<file path="src/rtl/tune_sequencer_pkg.sv">
// Shared constants and types for the tune sequencer and its tick generator.
package tune_sequencer_pkg;

   // Signal generator register map (0-5) plus the two sequencer registers (6-7).
   localparam logic [2:0] PERIOD_A = 3'd0;
   localparam logic [2:0] PERIOD_B = 3'd1;
   localparam logic [2:0] VOL_A    = 3'd2;
   localparam logic [2:0] VOL_B    = 3'd3;
   localparam logic [2:0] VOL_N    = 3'd4;
   localparam logic [2:0] ENABLES  = 3'd5;
   localparam logic [2:0] SEQ_CTRL = 3'd6;
   localparam logic [2:0] SEQ_PAT  = 3'd7;

   localparam logic [4:0] VOL_REST = 5'd0;
   localparam logic [4:0] VOL_FULL = 5'd15;

   localparam int unsigned TEMPO_BITS = 4;

   typedef enum logic [1:0] {
      StIdle,
      StWrPer,
      StWrVol,
      StWait
   } seq_state_e;

endpackage

</file>
<file path="src/rtl/tune_sequencer_tempo_ticker.sv">
// Prescaler plus tempo counter; step_tick fires once every (tempo+1) base ticks.
module tempo_ticker
   import tune_sequencer_pkg::*;
#(
   parameter int unsigned PRESCALE_BITS = 12
) (
   input  logic                  clk,
   input  logic                  rst_n,
   input  logic                  clear,
   input  logic [TEMPO_BITS-1:0] tempo,
   output logic                  step_tick
);

   logic [PRESCALE_BITS-1:0] prescale_q;
   logic [TEMPO_BITS-1:0]    count_q;
   logic                     base_tick;

   // Base tick on prescaler wrap; step tick when the tempo count has been reached.
   always_comb begin
      base_tick = &prescale_q;
      step_tick = base_tick && (count_q == tempo);
   end

   // Prescaler and tempo counter, held at zero while cleared.
   always_ff @(posedge clk or negedge rst_n) begin
      if (!rst_n) begin
         prescale_q <= '0;
         count_q    <= '0;
      end else if (clear) begin
         prescale_q <= '0;
         count_q    <= '0;
      end else begin
         prescale_q <= prescale_q + PRESCALE_BITS'(1);
         if (base_tick) begin
            count_q <= (count_q == tempo) ? '0 : count_q + TEMPO_BITS'(1);
         end
      end
   end

endmodule

</file>
<file path="src/rtl/tune_sequencer.sv">
// Tune sequencer: forwards host writes to the signal generator and plays an
// 8-entry period pattern as (period, volume) register write pairs.
module tune_sequencer
   import tune_sequencer_pkg::*;
#(
   parameter int unsigned PRESCALE_BITS = 12,
   parameter int unsigned NUM_STEPS     = 8
) (
   input  logic       clk,
   input  logic       rst_n,
   input  logic       host_strobe,
   input  logic [2:0] host_addr,
   input  logic [4:0] host_data,
   output logic       gen_strobe,
   output logic [2:0] gen_addr,
   output logic [4:0] gen_data,
   output logic [2:0] seq_step,
   output logic       seq_running,
   output logic       host_collision
);

   seq_state_e                  state_q, state_d;
   logic                        run_q;
   logic [TEMPO_BITS-1:0]       tempo_q;
   logic [2:0]                  load_ptr_q;
   logic [2:0]                  step_ptr_q, step_ptr_d;
   logic [NUM_STEPS-1:0][4:0]   pattern_q;
   logic                        gen_strobe_q, gen_strobe_d;
   logic [2:0]                  gen_addr_q, gen_addr_d;
   logic [4:0]                  gen_data_q, gen_data_d;
   logic [2:0]                  seq_step_q, seq_step_d;
   logic                        collision_q, collision_d;
   logic                        host_fwd, host_stop, step_tick;
   logic [4:0]                  cur_entry;

   tempo_ticker #(
      .PRESCALE_BITS (PRESCALE_BITS)
   ) u_ticker (
      .clk       (clk),
      .rst_n     (rst_n),
      .clear     (state_q == StIdle),
      .tempo     (tempo_q),
      .step_tick (step_tick)
   );

   // Host decode: generator writes are forwarded, a run=0 control write stops play.
   always_comb begin
      host_fwd  = host_strobe && (host_addr < SEQ_CTRL);
      host_stop = host_strobe && (host_addr == SEQ_CTRL) && !host_data[4];
      cur_entry = pattern_q[step_ptr_q];
   end

   // Next-state and generator bus mux; host writes win, sequencer writes stall and retry.
   always_comb begin
      state_d      = state_q;
      step_ptr_d   = step_ptr_q;
      seq_step_d   = seq_step_q;
      gen_strobe_d = 1'b0;
      gen_addr_d   = gen_addr_q;
      gen_data_d   = gen_data_q;
      collision_d  = 1'b0;

      if (host_fwd) begin
         gen_strobe_d = 1'b1;
         gen_addr_d   = host_addr;
         gen_data_d   = host_data;
      end

      unique case (state_q)
         StIdle: begin
            step_ptr_d = '0;
            if (run_q) state_d = StWrPer;
         end
         StWrPer: begin
            if (host_fwd) begin
               collision_d = 1'b1;
            end else if (!host_stop) begin
               gen_strobe_d = 1'b1;
               gen_addr_d   = PERIOD_A;
               gen_data_d   = cur_entry;
               state_d      = StWrVol;
            end
         end
         StWrVol: begin
            if (host_fwd) begin
               collision_d = 1'b1;
            end else if (!host_stop) begin
               gen_strobe_d = 1'b1;
               gen_addr_d   = VOL_A;
               gen_data_d   = (cur_entry != 5'd0) ? VOL_FULL : VOL_REST;
               seq_step_d   = step_ptr_q;
               step_ptr_d   = step_ptr_q + 3'd1;
               state_d      = StWait;
            end
         end
         StWait: begin
            if (step_tick) state_d = StWrPer;
         end
         default: state_d = StIdle;
      endcase

      // A stop abandons whatever the sequencer was about to issue.
      if (host_stop) state_d = StIdle;
   end

   // Sequencer control and pattern registers written by the host.
   always_ff @(posedge clk or negedge rst_n) begin
      if (!rst_n) begin
         run_q      <= 1'b0;
         tempo_q    <= '0;
         load_ptr_q <= '0;
         pattern_q  <= '0;
      end else if (host_strobe && (host_addr == SEQ_CTRL)) begin
         run_q      <= host_data[4];
         tempo_q    <= host_data[3:0];
         load_ptr_q <= '0;
      end else if (host_strobe && (host_addr == SEQ_PAT)) begin
         pattern_q[load_ptr_q] <= host_data;
         load_ptr_q            <= load_ptr_q + 3'd1;
      end
   end

   // FSM state and registered outputs.
   always_ff @(posedge clk or negedge rst_n) begin
      if (!rst_n) begin
         state_q      <= StIdle;
         step_ptr_q   <= '0;
         seq_step_q   <= '0;
         gen_strobe_q <= 1'b0;
         gen_addr_q   <= '0;
         gen_data_q   <= '0;
         collision_q  <= 1'b0;
      end else begin
         state_q      <= state_d;
         step_ptr_q   <= step_ptr_d;
         seq_step_q   <= seq_step_d;
         gen_strobe_q <= gen_strobe_d;
         gen_addr_q   <= gen_addr_d;
         gen_data_q   <= gen_data_d;
         collision_q  <= collision_d;
      end
   end

   assign gen_strobe     = gen_strobe_q;
   assign gen_addr       = gen_addr_q;
   assign gen_data       = gen_data_q;
   assign seq_step       = seq_step_q;
   assign seq_running    = run_q;
   assign host_collision = collision_q;

endmodule

</file>
<file path="config.mk">
export PLATFORM = sky130hd
export DESIGN_NAME = tune_sequencer
export DESIGN_NICKNAME = d
export VERILOG_FILES = /design/src/rtl/tune_sequencer_pkg.sv /design/src/rtl/tune_sequencer_tempo_ticker.sv /design/src/rtl/tune_sequencer.sv
export SDC_FILE = /design/constraint.sdc
export NUM_CORES = 1
export LEC_CHECK = 0
export BUFFER_PORTS_ARGS = -buffer_cell sky130_fd_sc_hd__clkbuf_2
export CAP_MARGIN = 20
export CELL_PAD_IN_SITES_DETAIL_PLACEMENT = 0
export CELL_PAD_IN_SITES_GLOBAL_PLACEMENT = 1
export CORE_ASPECT_RATIO = 1.4
export CORE_MARGIN = 5
export CORE_UTILIZATION = 44
export DETAILED_ROUTE_END_ITERATION = 10
export PLACE_DENSITY_LB_ADDON = 0.25
export SETUP_SLACK_MARGIN = 0.5
export SLEW_MARGIN = 20
export SYNTH_ARGS = -nofsm -noshare
export SYNTH_HDL_FRONTEND = slang
export SYNTH_SLANG_ARGS = --single-unit
</file>
<file path="constraint.sdc">
create_clock -name clk -period 2.65 [get_ports clk]
set_input_delay 0.1325 -clock clk [delete_from_list [all_inputs] [get_ports clk]]
set_output_delay 0.1325 -clock clk [all_outputs]
set_load 0.01 [all_outputs]
</file>
Word level (Yosys, flattened, before mapping). Index checks and enable logic that the tools add are counted.

Register bits: 82. Input port bits: 11. Output and inout port bits: 14. Word-level logic and storage cells: 99.

Add/sub/neg operators: 4. Order comparisons: 4. Equality and inequality tests: 12. Mux-type cells: 38. Bitwise logic cells: 3. Reduce and logical (&&, ||, !) cells: 18.

Operators with widths (count): $bwmux W40 (1); $mux W5 (7); $mux W3 (9); $mux W4 (4); $bmux W5 S3 (1); $demux W5 S3 (1); $add A12 B1 Y12 const B (1); $mux W12 (1); $ne A3 B3 Y1 const B (4); $pmux W3 S2 (2); $reduce_and A12 Y1 (1); $mux W2 (5); $pmux W5 S2 (1); $lt A3 B4 Y1 const B (2); $pmux W2 S4 (1); $add A3 B1 Y3 const B (2); $eq A3 B3 Y1 const B (2); $logic_and A1 B1 Y1 (6); $reduce_and A3 Y1 (2); $reduce_bool A2 Y1 (3); $mux W1 (5); $reduce_bool A5 Y1 (1); $add A4 B1 Y4 const B (1); $eq A2 B2 Y1 const B (2); other kinds (11) (14).

Logic depth before layout (Yosys ltp). Gate-level depths: netlist of run 1.

Depth in word-level cells: 7. Mapped depth: 8. Gate-level depth less buffers: 7.

Modules after synthesis. From an unflattened synthesis of run 1, not the netlist that was laid out.

Cell total of the unflattened synthesis: 353. Area, all modules: 4134.0 µm².

By module, submodules not included: tune_sequencer (times used 1, cells each 267, area each 3304.4 µm², sequential area each 1651.6 µm²); tempo_ticker (times used 1, cells each 86, area each 829.5 µm², sequential area each 400.4 µm²).

Worst setup path after synthesis of run 1. OpenSTA, ideal clock, no wires.

Path kind: flip-flop to flip-flop. Start: register step_ptr_q[0]. End: register gen_data_q[3] (netlist: gen_data[3]). Library setup time: 0.135 ns. Data arrival time: 2.089 ns. Data required time: 2.515 ns. Slack: 0.426 ns. Stages on the path, launching flop included: 8. Path buffers: 2. Period minus slack after synthesis: 2.224 ns. Path through: dfrtp_1 > buf_4 > buf_4 > mux4_2 > mux2i_1 > or4b_1 > nor3_2 > o211ai_1.

Word-level cells in the longest chain between the ends: 7. Elaborated cells between the ends (all ways): 9. Those cells by class: mux (8); reduce/logical (1).

RTL lines: start, declared (line tune_sequencer.sv:26) `logic [2:0] step_ptr_q, step_ptr_d;`; start signal, assigned (line tune_sequencer.sv:135) `step_ptr_q <= step_ptr_d;`; $bmux W5 S3 (*) (line tune_sequencer.sv:50) `cur_entry = pattern_q[step_ptr_q];`; $mux W5 (not written as such) (*) (line tune_sequencer.sv:50); $reduce_bool A5 Y1 (line tune_sequencer.sv:90) `gen_data_d = (cur_entry != 5'd0) ? VOL_FULL : VOL_REST;`; $mux W4 (line tune_sequencer.sv:90); $mux W5 (line tune_sequencer.sv:87) `end else if (!host_stop) begin`; $mux W5 (line tune_sequencer.sv:85) `if (host_fwd) begin`; $pmux W5 S2 (*) (line tune_sequencer.sv:69) `unique case (state_q)`; named net gen_data_d[3] (line tune_sequencer.sv:30) `logic [4:0] gen_data_q, gen_data_d;`; end signal, assigned (line tune_sequencer.sv:139) `gen_data_q <= gen_data_d;`; end, declared (line tune_sequencer.sv:30).

The timed path passes the listed nets; every way through them passes the cells marked *. The select of a mux whose other input is x is not followed. A chain may end at the register's enable or synchronous reset.

Worst setup path in the final report of run 1. Same ends and word-level chain as after synthesis.

==> metrics.log, run 1 <==
INFO  metric run_status = complete, no violations
INFO  metric crit_fanout = 5
INFO  metric groute.layer.met1.usage = 20.4%
INFO  metric post_drt_via_cell_ratio = 5.62
INFO  metric timing.critical_path.slowest_stage_cell = or4b_4
INFO  metric setup.worst_path.class = reg -> reg
INFO  metric die-height = 124 um
INFO  metric fill_cells = 801
INFO  metric floorplan.die_area = 11300 sq um
INFO  metric grt_util_met2 = 28.0%
INFO  metric r2r_slack = 0.29 ns
INFO  metric path_cells = buf_12, mux4_2, mux2_4, or4b_4, nor3_4, o211ai_1
INFO  metric timing.slew.headroom = 45.3%
INFO  metric clock_path_buffers = 2
INFO  metric report.final.setup_viol = 0
INFO  metric drive_above_1_share = 31.6%
INFO  metric post-route-util = 51.9%
INFO  metric pre_cts_ws = 0.276 ns
INFO  metric logic_depth_of_the_worst_path_buffers_included = 6
INFO  metric min_to = gen_addr[1]$_DFF_PN0_
INFO  metric grt_util_all_layers = 16.6%
INFO  metric worstPathRequired = 2.85 ns
INFO  metric ys_dominant_reg_cell = dfrtp_1
INFO  metric cts.htree.levels = 3
INFO  metric clock_sink_count = 82
INFO  metric critical_path.endpoint_type = flip-flop
INFO  metric post-layout-total-power = 4.60 mW
INFO  metric synth.distinct_cells = 48
INFO  metric io-pin-count = 25
INFO  metric firstDrtPassIters = 4
INFO  metric crit_path_largest_cell_delay = 0.55 ns
INFO  metric timing.reg2reg.worst_path_depth = 6
INFO  metric synth.top_cell.area_share = 50.6%
INFO  metric netlist_top_cells_area = dfrtp_1, mux2_2, mux4_2
INFO  metric critical_path.top_delay_family = multiplexers
INFO  metric root_buffer = clkbuf_16
INFO  metric synth_async_sr_flop_share = 100%
INFO  metric dr.first_iter.drc_count = 158
INFO  metric highest_clock_rate = 424 MHz
INFO  metric syn_area_per_cell = 11.8 sq um
INFO  metric grt_pass1_vias = 2756
INFO  metric sequential_cell_area = 2050 sq um
INFO  metric clock_skew = 0.00359 ns
INFO  metric grt_max_degree = 83
INFO  metric final_max_slew_viol_count = 0
INFO  metric rows = 41
INFO  metric n_antenna_cell = 0
INFO  metric number_of_flops_mapped_to_enable_cells_by_yosys = 0
INFO  metric layout_min_cycle_time = 2.36 ns
INFO  metric die_w = 91.1 um
INFO  metric grt_antenna_before_repair = 0
INFO  metric tritoncts = built
INFO  metric netlist_area = 4050 sq um
INFO  metric critPathLaunchType = flip-flop
INFO  metric worstSkewPairLatency = 0.34 ns
INFO  metric cap_viol_max_count = 0
INFO  metric synthTopCellsByCount = dfrtp_1, mux2_2, nor2_1
INFO  metric count_of_unresolved_drc_violations_after_routing = 0
INFO  metric timing.rr.end = gen_data[3]$_DFF_PN0_
INFO  metric initial_core_util = 44.9%
INFO  metric rsz_0062_raised_after_global_routing = true
INFO  metric worst_slew_pin_slew = 0.814 ns
INFO  metric dominant_cell_type_by_area_after_synthesis = dfrtp_1
INFO  metric numPortBuffers = 24
INFO  metric worst_hold_path.num_cells = 3
INFO  metric yosys_register_bits = 82
INFO  metric yosys.cell_count.top_type = dfrtp_1
INFO  metric cts.reportedPaths.clkPinSlew = 0.06 ns
INFO  metric synth-seq-area-share = 50.6%
INFO  metric routed_wire_length_per_instance = 18.4 um
INFO  metric finalNetCount = 395
INFO  metric gp_congestion = 0.805
INFO  metric power_density = 982 nW/um^2
INFO  metric syn_nets = 364
INFO  metric ant_nets_after_route = 0
INFO  metric power.ir.vdd_worst = 0.732 mV
INFO  metric hpwl = 6080 um
INFO  metric via_count = 2738
INFO  metric area_growth_syn_to_layout = 15.7%
INFO  metric grt_overflow = 0
INFO  metric synth-warning-count = 0
INFO  metric arrival_time_of_data_at_the_critical_path_endpoint = 2.56 ns
INFO  metric global_route_wire_length_before_repair = 14300 um
INFO  metric top_usage_layer = met2
INFO  metric fin_crit_sh = 89.1%
INFO  metric post-route-worst-setup-slack = 0.289 ns
INFO  metric worst_hold_path_type = in -> reg
INFO  metric finalSetupTns = 0 ns
INFO  metric area_of_the_core = 9030 sq um
INFO  metric regToRegStartpoint = step_ptr_q[0]$_DFFE_PN0P_
INFO  metric worstHoldStart = host_addr[1]
INFO  metric final-hold-violation-count = 0
INFO  metric routed_wirelength = 8970 um
INFO  metric total_leakage_power = 2.13 nW
INFO  metric cts_buffers = 9
INFO  metric crit_buf_inv = 1
INFO  metric netlist_instances = 344
INFO  metric multi_input_area = 1930 sq um
INFO  metric grtUsageMet3 = 3.38%
[power by group]
part,switching (mW),internal [mW],leakage (nW)
sequential,0.246,1.57,1.07
clock,0.503,0.727,0.142
combinational,0.770,0.787,0.915
[how the worst max path moves through the flow]
stage / to / slack [ns] / start
after floorplan: gen_data[3]$_DFF_PN0_ / 0.44 / step_ptr_q[0]$_DFFE_PN0P_
after global placement: gen_data[3]$_DFF_PN0_ / 0.30 / step_ptr_q[0]$_DFFE_PN0P_
after detailed placement: gen_data[3]$_DFF_PN0_ / 0.28 / step_ptr_q[0]$_DFFE_PN0P_
after CTS: gen_data[3]$_DFF_PN0_ / 0.29 / step_ptr_q[0]$_DFFE_PN0P_
after global routing: gen_data[3]$_DFF_PN0_ / 0.25 / step_ptr_q[0]$_DFFE_PN0P_
final: gen_data[3]$_DFF_PN0_ / 0.29 / step_ptr_q[0]$_DFFE_PN0P_
[cells by family after synthesis]
family / count (synthesis) / share of synthesized area [%]
flip-flops: 82 / 50.6
AO/OA/AOI/OAI: 45 / 7.35
XOR/XNOR: 14 / 3.02
buffers and inverters: 24 / 2.41
AND/OR/NAND/NOR: 105 / 13.7
adder cells (fa/ha/maj): 9 / 2.78
multiplexers: 65 / 20.1
[what timing repair did]
item / CTS / global route
gates resized for setup: 2 / 4
endpoints found under the setup margin: 4 / 6
hold buffers: 0 / 1
pin swaps: 1 / 3
endpoints found under the hold margin: 0 / 82
cloned: 0 / 1
buffers inserted: 2 / 0
[layout make-up]
| class | instances | area share, % |
|---|---|---|
| clock inverters | 7 | 1.47 |
| clock buffers | 9 | 4.80 |
| flip-flops and latches | 82 | 43.8 |
| multi-input cells | 238 | 41.1 |
| well taps | 107 | 2.85 |
| inverters | 7 | 0.560 |
| repair buffers | 37 | 5.47 |
[tightest hold or removal path, cell delays in order]
cell	delay, ns
clkbuf_2	0.12
o32ai_1	0.12
a31oi_1	0.06
[registers in the layout (all words and copies together) (netlist names)]
register             cells
state_q                  2
seq_step                 3
gen_data                 5
pattern_q               40
load_ptr_q               3
gen_strobe               1
tempo_q                  4
u_ticker.prescale_q     12
gen_addr                 3
u_ticker.count_q         4
host_collision           1
step_ptr_q               3
seq_running              1
[placed cells by master (no fill, tap or decap), types with 2 or more instances in the layout]
master and instances:
nor2b_1 3, ha_1 9, clkbuf_16 10, mux2i_1 5, o211ai_1 3, o21ai_0 6, o22ai_1 4, a21oi_1 9
nor2_1 27, nor3_1 6, nand3_1 9, o311ai_0 3, or3_1 4, xor2_1 6, nor3b_2 2, clkinvlp_4 2
mux4_2 8, clkinv_2 3, clkbuf_2 23, and2_1 4, o21ai_1 4, mux2_2 51, nand3b_1 3, a222oi_1 2
and4_1 3, nand4_1 3, a31oi_1 3, nand2b_1 6, inv_1 7, buf_4 10, xnor2_1 8, dfrtp_1 81
nand2_1 22, and3_1 4, o21a_1 2, nor3b_1 3
[per-layer routing]
| metal | part of all wire, % | vias to the layer above |
|---|---|---|
| met4 | 2.3 | 0 |
| met1 | 44 | 1382 |
| met3 | 2.3 | 16 |
| met5 | 0 | - |
| met2 | 51 | 29 |
| li1 | - | 1311 |
[stage by stage]
stage / std cells / hold slack [ns] / area [sq um]
finish: 487 / 0.133 / 4690
global route: 487 / 0.132 / 4690
CTS: 485 / 0.00898 / 4640
detailed placement: 467 / 0.388 / 4320
global placement: 467 / 0.379 / 4320
floorplan: 344 / -0.163 / 4060
Power figures use the tool's default switching activity.
==> inputs of run 2 (changes only) <==
--- a/config.mk
+++ b/config.mk
@@ -13,7 +13,7 @@
 export CORE_MARGIN = 5
 export CORE_UTILIZATION = 44
 export DETAILED_ROUTE_END_ITERATION = 10
-export PLACE_DENSITY_LB_ADDON = 0.25
+export PLACE_DENSITY = 0.75
 export SETUP_SLACK_MARGIN = 0.5
 export SLEW_MARGIN = 20
 export SYNTH_ARGS = -nofsm -noshare
==> metrics.log, run 2 (synthesis gave the netlist of run 1 again) <==
INFO  metric post_drt_via_cell_ratio = 5.66 (+0.61%)
INFO  metric arrival_time_of_data_at_the_critical_path_endpoint = 2.48 ns (-0.08 ns)
INFO  metric post-route-util = 52.1% (+0.18 points)
INFO  metric cap_viol_max_count = 0 (unchanged)
INFO  metric area_of_the_core = 9030 sq um (unchanged)
INFO  metric routed_wire_length_per_instance = 17.5 um (-4.8%)
INFO  metric timing.critical_path.slowest_stage_cell = or4b_4
INFO  metric grt_max_degree = 83 (unchanged)
INFO  metric timing.slew.headroom = 42.9% (-2.4 points)
INFO  metric clock_sink_count = 82 (unchanged)
INFO  metric fill_cells = 803 (+0.25%)
INFO  metric tritoncts = built
INFO  metric stdcell_count = 486 (-0.21%)
INFO  metric layout_min_cycle_time = 2.28 ns (-0.0853 ns)
INFO  metric die-height = 124 um (unchanged)
INFO  metric setup.worst_path.class = reg -> reg
INFO  metric cts_buffers = 9 (unchanged)
INFO  metric io-pin-count = 25 (unchanged)
INFO  metric hpwl = 5950 um (-2.1%)
INFO  metric initial_core_util = 44.9% (unchanged)
INFO  metric final_max_slew_viol_count = 0 (unchanged)
INFO  metric routed_wirelength = 8530 um (-5.0%)
INFO  metric global_route_wire_length_before_repair = 14500 um (+1.3%)
INFO  metric total_leakage_power = 2.14 nW (+0.37%)
INFO  metric crit_path_largest_cell_delay = 0.53 ns (-0.02 ns)
INFO  metric worst_slew_pin_slew = 0.850 ns (+0.0366 ns)
INFO  metric worstSkewPairLatency = 0.34 ns (about the same)
INFO  metric drive_above_1_share = 31.4% (-0.18 points)
INFO  metric grt_antenna_before_repair = 0 (unchanged)
INFO  metric finalNetCount = 394 (-0.25%)
INFO  metric multi_input_area = 1930 sq um (+0.13%)
INFO  metric die_w = 91.1 um (unchanged)
INFO  metric area_growth_syn_to_layout = 16.1%
INFO  metric n_antenna_cell = 0 (unchanged)
INFO  metric count_of_unresolved_drc_violations_after_routing = 0 (unchanged)
INFO  metric report.final.setup_viol = 0 (unchanged)
INFO  metric via_count = 2749 (+0.40%)
INFO  metric grt_util_all_layers = 16.6% (about the same)
INFO  metric regMostFlops = pattern_q
INFO  metric final-hold-violation-count = 0 (unchanged)
INFO  metric path_cells = buf_12, mux4_2, mux2_2, or4b_4, nor3_4, o211ai_1
INFO  metric critical_path.endpoint_type = flip-flop
INFO  metric rsz_0062_raised_after_global_routing = true
INFO  metric final.hold.worst_slack = 0.118 ns (-0.0159 ns)
INFO  metric power_density = 996 nW/um^2 (+1.5%)
INFO  metric numPortBuffers = 24 (unchanged)
INFO  metric power.ir.vdd_worst = 0.696 mV (-5.0%)
INFO  metric finalSetupTns = 0 ns (unchanged)
INFO  metric clock_path_buffers = 2 (unchanged)
INFO  metric floorplan.die_area = 11300 sq um (unchanged)
INFO  metric cts.reportedPaths.clkPinSlew = 0.06 ns (about the same)
INFO  metric highest_clock_rate = 440 MHz (+3.8%)
INFO  metric post-layout-total-power = 4.69 mW (+1.8%)
INFO  metric grt_overflow = 0 (unchanged)
INFO  metric critPathLaunchType = flip-flop
INFO  metric worst_hold_path_type = in -> reg
INFO  metric grt_pass1_vias = 2830 (+2.7%)
INFO  metric gp_congestion = 0.779 (-3.2%)
INFO  metric firstDrtPassIters = 4 (unchanged)
INFO  metric largest_reg_flops = 40 (unchanged)
INFO  metric root_buffer = clkbuf_16
INFO  metric run_status = complete, no violations
INFO  metric worstPathRequired = 2.86 ns (about the same)
INFO  metric place.detailed.instances = 463 (-0.86%)
INFO  metric fin_crit_sh = 85.9% (-3.2 points)
INFO  metric layout.cells.most_common_list = dfrtp_1, mux2_2, nor2_1
INFO  metric sequential_cell_area = 2050 sq um (about the same)
INFO  metric ant_nets_after_route = 0 (unchanged)
INFO  metric cts.htree.levels = 3 (unchanged)
INFO  metric crit_fanout = 6 (+1)
INFO  metric mostFrequentLayoutCell = dfrtp_1
INFO  metric clock_skew = 0.00753 ns (+0.00394 ns)
INFO  metric rows = 41 (unchanged)
INFO  metric dr.first_iter.drc_count = 144 (-8.9%)
[run 2: routing by layer]
| layer | wire, um | vias to the layer above | part of all wire [%] | track usage [%] |
|---|---|---|---|---|
| li1 | - | 1311 | - | - |
| met1 | 3770 | 1391 | 44 | 20.3 |
| met2 | 4330 | 31 | 51 | 27.7 |
| met3 | 235 | 16 | 2.8 | 3.99 |
| met4 | 193 | 0 | 2.3 | 7.61 |
| met5 | 0 | - | 0 | 0 |
[run 2: final cells by class]
cell class	count	share of cell area, %
Inverter	7	0.558
Tap cell	107	2.84
Clock buffer	11	4.95
Sequential cell	82	43.7
Timing Repair Buffer	36	5.34
Clock inverter	5	1.68
Multi-Input combinational cell	238	41.0
[run 2: path summary, 6_finish.rpt]
check | startpoint | end | slack (ns) | cells after the start
max in group asynchronous | rst_n | step_ptr_q[1]$_DFFE_PN0P_ | 1.70 | 2
setup / recovery | step_ptr_q[0]$_DFFE_PN0P_ | gen_data[3]$_DFF_PN0_ | 0.37 | 6
setup reg to reg | step_ptr_q[0]$_DFFE_PN0P_ | gen_data[3]$_DFF_PN0_ | 0.37 | 6
hold / removal | host_addr[0] | gen_addr[0]$_DFF_PN0_ | 0.12 | 3
hold reg to reg | u_ticker.prescale_q[0]$_DFF_PN0_ | u_ticker.prescale_q[0]$_DFF_PN0_ | 0.49 | 1
min in group asynchronous | rst_n | u_ticker.prescale_q[9]$_DFF_PN0_ | 0.41 | 2
[run 2: worst max-delay path, delay by kind of cell (launching register included)]
family | cells | cell delay, ns
muxes | 2 | 0.79
and+or+nand+nor | 2 | 0.72
DFF | 1 | 0.38
buffers and inverters | 1 | 0.13
AOI/OAI and AO/OA | 1 | 0.11
[run 2: per-stage QoR]
step / instance area [sq um] / setup WS, ns
6_report: 4710 / 0.375
3_3_place_gp: 4290 / 0.308
5_1_grt: 4710 / 0.318
3_5_place_dp: 4290 / 0.253
2_1_floorplan: 4060 / 0.442
4_1_cts: 4680 / 0.330
[run 2: power by group]
| part | switching, mW | internal (mW) | total, mW | leakage, nW |
|---|---|---|---|---|
| Sequential | 0.252 | 1.57 | 1.82 | 1.07 |
| Clock | 0.492 | 0.824 | 1.32 | 0.153 |
| Combinational | 0.746 | 0.801 | 1.55 | 0.912 |
| Total | 1.49 | 3.20 | 4.69 | 2.14 |
[run 2: timing repair]
item | in CTS | in global routing
resized for setup | 7 | 2
endpoints found under the hold margin | 0 | 82
hold buffers | 0 | 1
setup endpoints to repair | 4 | 6
buffers inserted | 4 | 1
cloned | 1 | 0
pin swaps | 3 | 3
